### config.mk
export PLATFORM = sky130hd
export DESIGN_NAME = master_input_control
export DESIGN_NICKNAME = d
export VERILOG_FILES = /design/src/rtl/master_input_control.sv
export SDC_FILE = /design/constraint.sdc
export NUM_CORES = 1
export LEC_CHECK = 0
export ABC_AREA = 1
export ABC_CLOCK_PERIOD_IN_PS = 2800
export CAP_MARGIN = 20
export CORE_ASPECT_RATIO = 0.7
export CORE_UTILIZATION = 40
export DETAILED_ROUTE_END_ITERATION = 6
export PLACE_DENSITY = 0.8
export SETUP_SLACK_MARGIN = 0.5
export SLEW_MARGIN = 5
export SYNTH_ARGS = -nofsm -noshare
export SYNTH_HDL_FRONTEND = slang
export SYNTH_SLANG_ARGS = --single-unit
### constraint.sdc
create_clock -name clk -period 2.8 [get_ports clk]
set_input_delay 0.28 -clock clk [delete_from_list [all_inputs] [get_ports clk]]
set_output_delay 0.28 -clock clk [all_outputs]
set_load 0.02 [all_outputs]
### src/rtl/master_input_control.sv
// Read-side control for the systolic array input path: streams one input
// sub-matrix out of the per-row banks with a one-cycle skew per bank.
module master_input_control #(
    parameter int SYS_ARR_ROWS = 16,
    parameter int SYS_ARR_COLS = 16,
    parameter int ADDR_WIDTH   = 8
) (
    input  logic                               clk,
    input  logic                               reset,
    input  logic                               start,
    output logic                               done,
    input  logic [ADDR_WIDTH-1:0]              rd_base_addr,
    input  logic [$clog2(SYS_ARR_COLS)-1:0]    num_vecs_read,
    input  logic [$clog2(SYS_ARR_ROWS)-1:0]    num_lanes_read,
    output logic [SYS_ARR_ROWS-1:0]            rd_en,
    output logic [SYS_ARR_ROWS*ADDR_WIDTH-1:0] rd_addr,
    output logic [SYS_ARR_ROWS-1:0]            lane_valid
);

    localparam int LW = $clog2(SYS_ARR_ROWS);
    localparam int VW = $clog2(SYS_ARR_COLS);
    localparam int CW = LW + VW + 1;

    typedef enum logic {
        S_IDLE = 1'b0,
        S_RUN  = 1'b1
    } state_t;

    state_t                         r_state;
    logic [CW-1:0]                  r_count;
    logic [ADDR_WIDTH-1:0]          r_base;
    logic [VW-1:0]                  r_vecs;
    logic [LW-1:0]                  r_lanes;
    logic                           r_done;
    logic [SYS_ARR_ROWS-1:0]        r_lane_valid;

    logic [CW-1:0]                  w_end;
    logic                           w_last;
    logic [SYS_ARR_ROWS-1:0]        w_rd_en;
    logic [SYS_ARR_ROWS*ADDR_WIDTH-1:0] w_rd_addr;

    // The run lasts L+R+1 cycles: last lane starts L cycles late and streams R+1 vectors
    assign w_end  = CW'(r_lanes) + CW'(r_vecs);
    assign w_last = (r_count == w_end);

    // Sequencer: latches the request on start and counts through the skewed sweep
    always_ff @(posedge clk) begin
        if (reset) begin
            r_state      <= S_IDLE;
            r_count      <= '0;
            r_done       <= 1'b1;
            r_base       <= '0;
            r_vecs       <= '0;
            r_lanes      <= '0;
            r_lane_valid <= '0;
        end else begin
            r_lane_valid <= w_rd_en;
            case (r_state)
                S_IDLE: begin
                    r_count <= '0;
                    if (start) begin
                        r_base  <= rd_base_addr;
                        r_vecs  <= num_vecs_read;
                        r_lanes <= num_lanes_read;
                        r_state <= S_RUN;
                        r_done  <= 1'b0;
                    end else begin
                        r_state <= S_IDLE;
                        r_done  <= 1'b1;
                    end
                end
                S_RUN: begin
                    if (w_last) begin
                        r_state <= S_IDLE;
                        r_done  <= 1'b1;
                        r_count <= '0;
                    end else begin
                        r_state <= S_RUN;
                        r_done  <= 1'b0;
                        r_count <= r_count + CW'(1);
                    end
                end
                default: begin
                    r_state <= S_IDLE;
                    r_done  <= 1'b1;
                    r_count <= '0;
                end
            endcase
        end
    end

    // Lane k reads vector (count - k) while that vector index lies in 0..R
    always_comb begin
        w_rd_en   = '0;
        w_rd_addr = '0;
        for (int k = 0; k < SYS_ARR_ROWS; k++) begin
            if ((r_state == S_RUN) &&
                (CW'(k) <= CW'(r_lanes)) &&
                (r_count >= CW'(k)) &&
                (r_count <= CW'(k) + CW'(r_vecs))) begin
                w_rd_en[k] = 1'b1;
                w_rd_addr[k*ADDR_WIDTH +: ADDR_WIDTH] =
                    r_base + ADDR_WIDTH'(r_count - CW'(k));
            end else begin
                w_rd_en[k] = 1'b0;
                w_rd_addr[k*ADDR_WIDTH +: ADDR_WIDTH] = '0;
            end
        end
    end

    assign done       = r_done;
    assign rd_en      = w_rd_en;
    assign rd_addr    = w_rd_addr;
    assign lane_valid = r_lane_valid;

endmodule

==> Word level (Yosys, flattened, before mapping) <==
Index checks and enable logic that the tools add are counted.
{ "word_totals": {"reg_bits": 43, "latch_bits": 0, "ramBits": 0, "romBits": 0, "in_bits": 19, "out_inout_bits": 161, "elab_cells": 192, "n_memories": 0} }
{ "classes": {"n_addsub": 48, "mul": 0, "div": 0, "order_cmp": 47, "eq_ne": 1, "n_shift": 0, "n_mux": 40, "bitwise_logic": 1, "n_reduce_logical": 48} }
{ "ops": {"columns": ["operator", "count"], "rows": [
  ["$le A9 B5 Y1", 15],
  ["$add A8 B8 Y8", 16],
  ["$mux W8", 16],
  ["$ge A9 B4 Y1 const B", 8],
  ["$sub A8 B4 Y8 const B", 8],
  ["$logic_and A1 B1 Y1", 47],
  ["$add A4 B4 Y5 const A", 8],
  ["$ge A9 B3 Y1 const B", 4],
  ["$le A4 B4 Y1 const A", 8],
  ["$sub A8 B3 Y8 const B", 4],
  ["$add A3 B4 Y5 const A", 4],
  ["$mux W1", 20],
  ["$ge A9 B1 Y1 const B", 2],
  ["$ge A9 B2 Y1 const B", 2],
  ["$pmux W9 S2", 1],
  ["$le A3 B4 Y1 const A", 4],
  ["$sub A8 B2 Y8 const B", 2],
  ["$add A2 B4 Y5 const A", 2],
  ["$add A9 B1 Y9 const B", 1],
  ["$eq A9 B5 Y1", 1],
  ["$le A9 B4 Y1", 1],
  ["$mux W9", 1],
  ["$le A2 B4 Y1 const A", 2],
  ["$sub A8 B1 Y8 const B", 1],
  ["other kinds (6)", 7]
]} }

==> Depth between registers and ports, before layout <==
{ "logic_depth": {"word_depth": 5, "mapped_depth": 15, "mapped_depth_nobuf": 15} }

==> Worst setup path before layout <==
Ideal clock, no wire load.
{ "synth_path": {"path_kind": "register to output", "startpoint": "register r_count[2]", "endpoint": "output port rd_addr[71]", "t_arrival_ns": 2.894, "required_ns": 2.520, "path_slack_ns": -0.374, "path_stages_with_launch": 9, "n_path_buf": 0, "path_cell_list": "dfxtp_1 > clkinv_1 > ha_1 > inv_1 > fa_1 > nor3_1 > nor2_1 > xor2_1 > nor2_1"} }
{ "synth_between": {"elab_chain_cells": 4, "word_cells_on_any_way": 7, "classes_between": "add/sub: 2; order compare: 2; mux: 1; reduce/logical: 2"} }
{ "synth_rtl": {"columns": ["item", "line", "text"], "rows": [
  ["start: declaration", "30", "logic [CW-1:0] r_count;"],
  ["start signal: assignment", "80", "r_count <= r_count + CW'(1);"],
  ["branches (longest 3 deep; another with $sub A8 B4 Y8)", null, null],
  ["$mux W8 *", "97", "if ((r_state == S_RUN) &&"],
  ["end: declaration", "16", "output logic [SYS_ARR_ROWS*ADDR_WIDTH-1:0] rd_addr,"]
]} }
Mark *: on every way between the ends.

==> Worst setup path after layout <==
{ "layout_path": {"startpoint": "register r_vecs[2]", "endpoint": "output port rd_addr[116]"} }
{ "layout_between": {"elab_chain_cells": 4} }
{ "layout_rtl": {"columns": ["item", "line", "text"], "rows": [
  ["start: declaration", "32", "logic [VW-1:0] r_vecs;"],
  ["start signal: assignment", "63", "r_vecs <= num_vecs_read;"],
  ["$add A4 B4 Y5", "100", "(r_count <= CW'(k) + CW'(r_vecs))) begin"],
  ["$le A9 B5 Y1", "100", null],
  ["$logic_and A1 B1 Y1", "99", "(r_count >= CW'(k)) &&"],
  ["$mux W8", "97", null]
]} }
Every way passes these cells.

==> reports/results.ini <==
[synth]
yosysWarnings = 0
synth_area_um2 = 6681
yosysTopAreaCell = ha_1
yosysUniqueCellTypes = 40
netlist_top_cells_area = ha_1, dfxtp_1, nor2_1, xor2_1, nand2_1
syn_inst = 1042
ys_seq_area_frac = 0.1288
synth_fp_nets = 1171
syn_avg_cell_area_um2 = 6.412
synthFlopType = dfxtp_1
synth-seq-cells = 43
synth_common_cells = nor2_1, nand2_1, inv_1, ha_1, a21oi_1
synth_top_area_share = 0.1816
async_reset_ff_frac = 0
synth_most_common_cell = nor2_1
synth-edff-count = 0

[routing]
vias = 8727
drc_errors = 0
viasPerCell = 5.374
routed_wl_mm = 30.86
wl_per_cell_um = 19.00
dr.pass1.iters = 6
wl_met3_mm = 3.065
wl_met1_mm = 13.61
route.met2.wl_mm = 13.38
dr.first_iter.drc_count = 965
top_layer_used = met4
ant_nets = 0

[finish]
ff_latch_area_um2 = 892.1
nFillCells = 1167
finalNetCount = 1527
fin_cells = 1624
final_layout_size_suffix_gt1_frac = 0.4875
n_antenna_cell = 0
fin_area_um2 = 12370
multi_input_area_um2 = 6837
syn_to_final_growth_pct = 85.15

[pwr]
ir_drop_v = 0.0002724
finalPower_mw = 4.247
pwr-share-seq = 0.161
p_sw_mw = 2.082
sw_frac_of_total = 0.4901
pwr-share-clk = 0.168
pwr-share-comb = 0.671
leakage_nw = 5.896
p_int_mw = 2.166
power_density_nw_per_um2 = 343.3

[clock_tree]
cts_inserted_buffers = 5
clockBufferDepth = 2
cts_hold_buf = 0
path_clk_slew_ns = 0.07
cts-root-buf = clkbuf_16
clkSinkCount = 43
cts_tree = built
clk_latency_ns = 0.30
htree_levels = 2

[timing]
hold_violations = 0
final_max_slew_viol_count = 0
final-setup-viol-count = 102
finClkSkew_ns = 0.01121
finalCritPeriodShare = 1.066
rsz0062_at_grt = true
holdWs_ns = 0.4999
slew_headroom = 0.4717
max_freq_mhz = 334.9
worst_pin_slew_ns = 0.7899
period_needed_ns = 2.986
worst_slack_ns = -0.1861

[grt]
grtUsageTotal = 0.3394
grt_start_max_net_pins = 20
grt_pass1_vias = 7925
antenna_found_initial = 0
grt_pass1_wl_mm = 44.28
grt_overflow = 0

[floorplan]
num_rows = 39
fp.dieH_um = 110.1
die_area_um2 = 17230
ios = 180
initial_core_util = 0.4099
die_x_um = 156.5
core_area_um2 = 16300

[placement]
dp_cells = 1568
port_buffers = 179
dpl_cell_area_um2 = 10580
dp_hpwl_mm = 22.65
finalWeightedCongestion = 1.017
place_ws_ns = -0.2940

[worst_setup_path]
worstSetupPathType = reg2out
critPathBufInv = 4
timing.rr.end = lane_valid[3]$_SDFF_PP0_
cp.arrival_ns = 2.71
cp_max_fo = 7
end_kind = primary output
rr_startpoint = r_vecs[2]$_SDFFE_PP0P_
slowest_stage = dfxtp_4
path_cells = clkinvlp_4, ha_2, ha_1, inv_1, nor2_1, nand4_1, nand2_1, nand3_4, buf_6, nor2_1, buf_4
critPathMostFrequentCell = nor2_1
crit_required_ns = 2.52
cpPeakStageDelay_ns = 0.39
r2r_slack_ns = 0.40
cpLargestDelayFamily = simple AND/OR/NAND/NOR gates
cp-start-kind = register
worstRegToRegCells = 16

[outcome]
violations = negative setup slack
status = finished, violations left

[run]
maxCapViolCount = 0

[min_path]
hold_path_class = reg2reg
min_to = r_base[5]$_SDFFE_PP0P_
hold-path-cell-count = 2
hp-start = r_base[5]$_SDFFE_PP0P_

==> power groups by stage <==
stage	Sequential [mW]	Combinational, mW	Clock (mW)
2_1_floorplan	0.697	1.49	0
3_3_place_gp	0.683	2.21	0
3_5_place_dp	0.686	2.25	0
4_1_cts	0.682	2.56	0.714
5_1_grt	0.686	3.04	0.744
6_report	0.683	2.85	0.712
==> metrics by stage <==
stage / setup TNS, ns / util
floorplan: 0 / -
global placement: -15.84 / 0.6492
detailed placement: -20.80 / 0.6492
CTS: -1.204 / 0.7123
global route: -20.41 / 0.7590
finish: -7.643 / 0.7590
==> cells by family (layout without fill, tap and decap cells) <==
kind of cell | Yosys count | count (layout) | share of synthesized area
xor+xnor | 90 | 90 | 0.1219
compound gates | 161 | 161 | 0.1268
fa+ha+maj | 110 | 110 | 0.2206
buf+inv | 174 | 529 | 0.1026
simple gates | 464 | 466 | 0.2993
flops | 43 | 43 | 0.1288
==> area by class of cell <==
cell class | count | area share
repair buffers | 367 | 0.2868
clock buffers | 5 | 0.01011
repair inverters | 1 | 0.0006069
well taps | 225 | 0.02276
clock inverters | 3 | 0.003843
flip-flops and latches | 43 | 0.07212
inverters | 153 | 0.05108
multi-input cells | 827 | 0.5526
==> worst max path at each step <==
stage / from / to / slack [ns] / cells past startpoint
global route: r_vecs[2]$_SDFFE_PP0P_ / rd_addr[112] / -0.29 / 13
CTS: r_vecs[2]$_SDFFE_PP0P_ / rd_addr[113] / -0.06 / 12
global placement: r_count[2]$_SDFF_PP0_ / rd_addr[0] / -0.25 / 12
finish: r_vecs[2]$_SDFFE_PP0P_ / rd_addr[116] / -0.19 / 11
detailed placement: r_vecs[1]$_SDFFE_PP0P_ / rd_addr[30] / -0.29 / 12
floorplan: r_vecs[3]$_SDFFE_PP0P_ / rd_addr[112] / 0.43 / 13
==> sequential cells by signal, indices dropped and copies added (netlist names) <==
register / cells
done: 1
r_count: 9
r_state: 1
lane_valid: 16
r_vecs: 4
r_lanes: 4
r_base: 8
==> layer usage <==
metal | global-route usage | up-vias
met5 | 0 | -
met4 | 0.05742 | 0
met3 | 0.07936 | 78
met2 | 0.5383 | 519
met1 | 0.4727 | 4086
li1 | - | 4044
==> worst register-to-register path, cell delays in order, from the launching register on <==
cell and delay [ns]:
dfxtp_4 0.37, buf_6 0.13, ha_4 0.17, nand2_2 0.08
inv_2 0.04, nor2_4 0.13, nand2_1 0.07, o21a_1 0.15
ha_1 0.30, nand2_2 0.06, nor2_1 0.09, nand3_1 0.13
o21ai_4 0.15, nand2_4 0.11, buf_6 0.15, buf_4 0.12
nor2_1 0.07
==> placed cells by master, fill, tap and decap left out, types with 5 or more instances in the layout <==
cell type        instances
xnor2_1                  7
nand3_1                 35
buf_6                  111
nand3_2                 11
inv_2                   29
o21ai_0                 34
nor3_1                   5
ha_1                    59
inv_4                    6
nor2_4                  78
ha_2                     5
a21oi_1                 58
nor2_1                  96
clkbuf_16                7
nand2_4                  9
dfxtp_4                  8
nor2_2                  39
dfxtp_1                 34
nand2_2                 27
o21ai_1                 14
inv_1                  109
xor2_1                  66
nand4_1                 20
buf_2                    8
buf_4                  187
a21oi_2                 19
ha_4                    33
nand2_1                126
xor2_2                  12
buf_12                  17
o21ai_2                 13
buf_8                    5
fa_2                    10
clkdlybuf4s50_1         35
==> what timing repair did <==
action / in CTS / in global routing
resized for setup: 913 / 154
buffers inserted: 32 / 10
gates cloned: 4 / 2
setup endpoints to repair: 145 / 151
pin swaps: 42 / 50
Power figures use the tool's default switching activity.
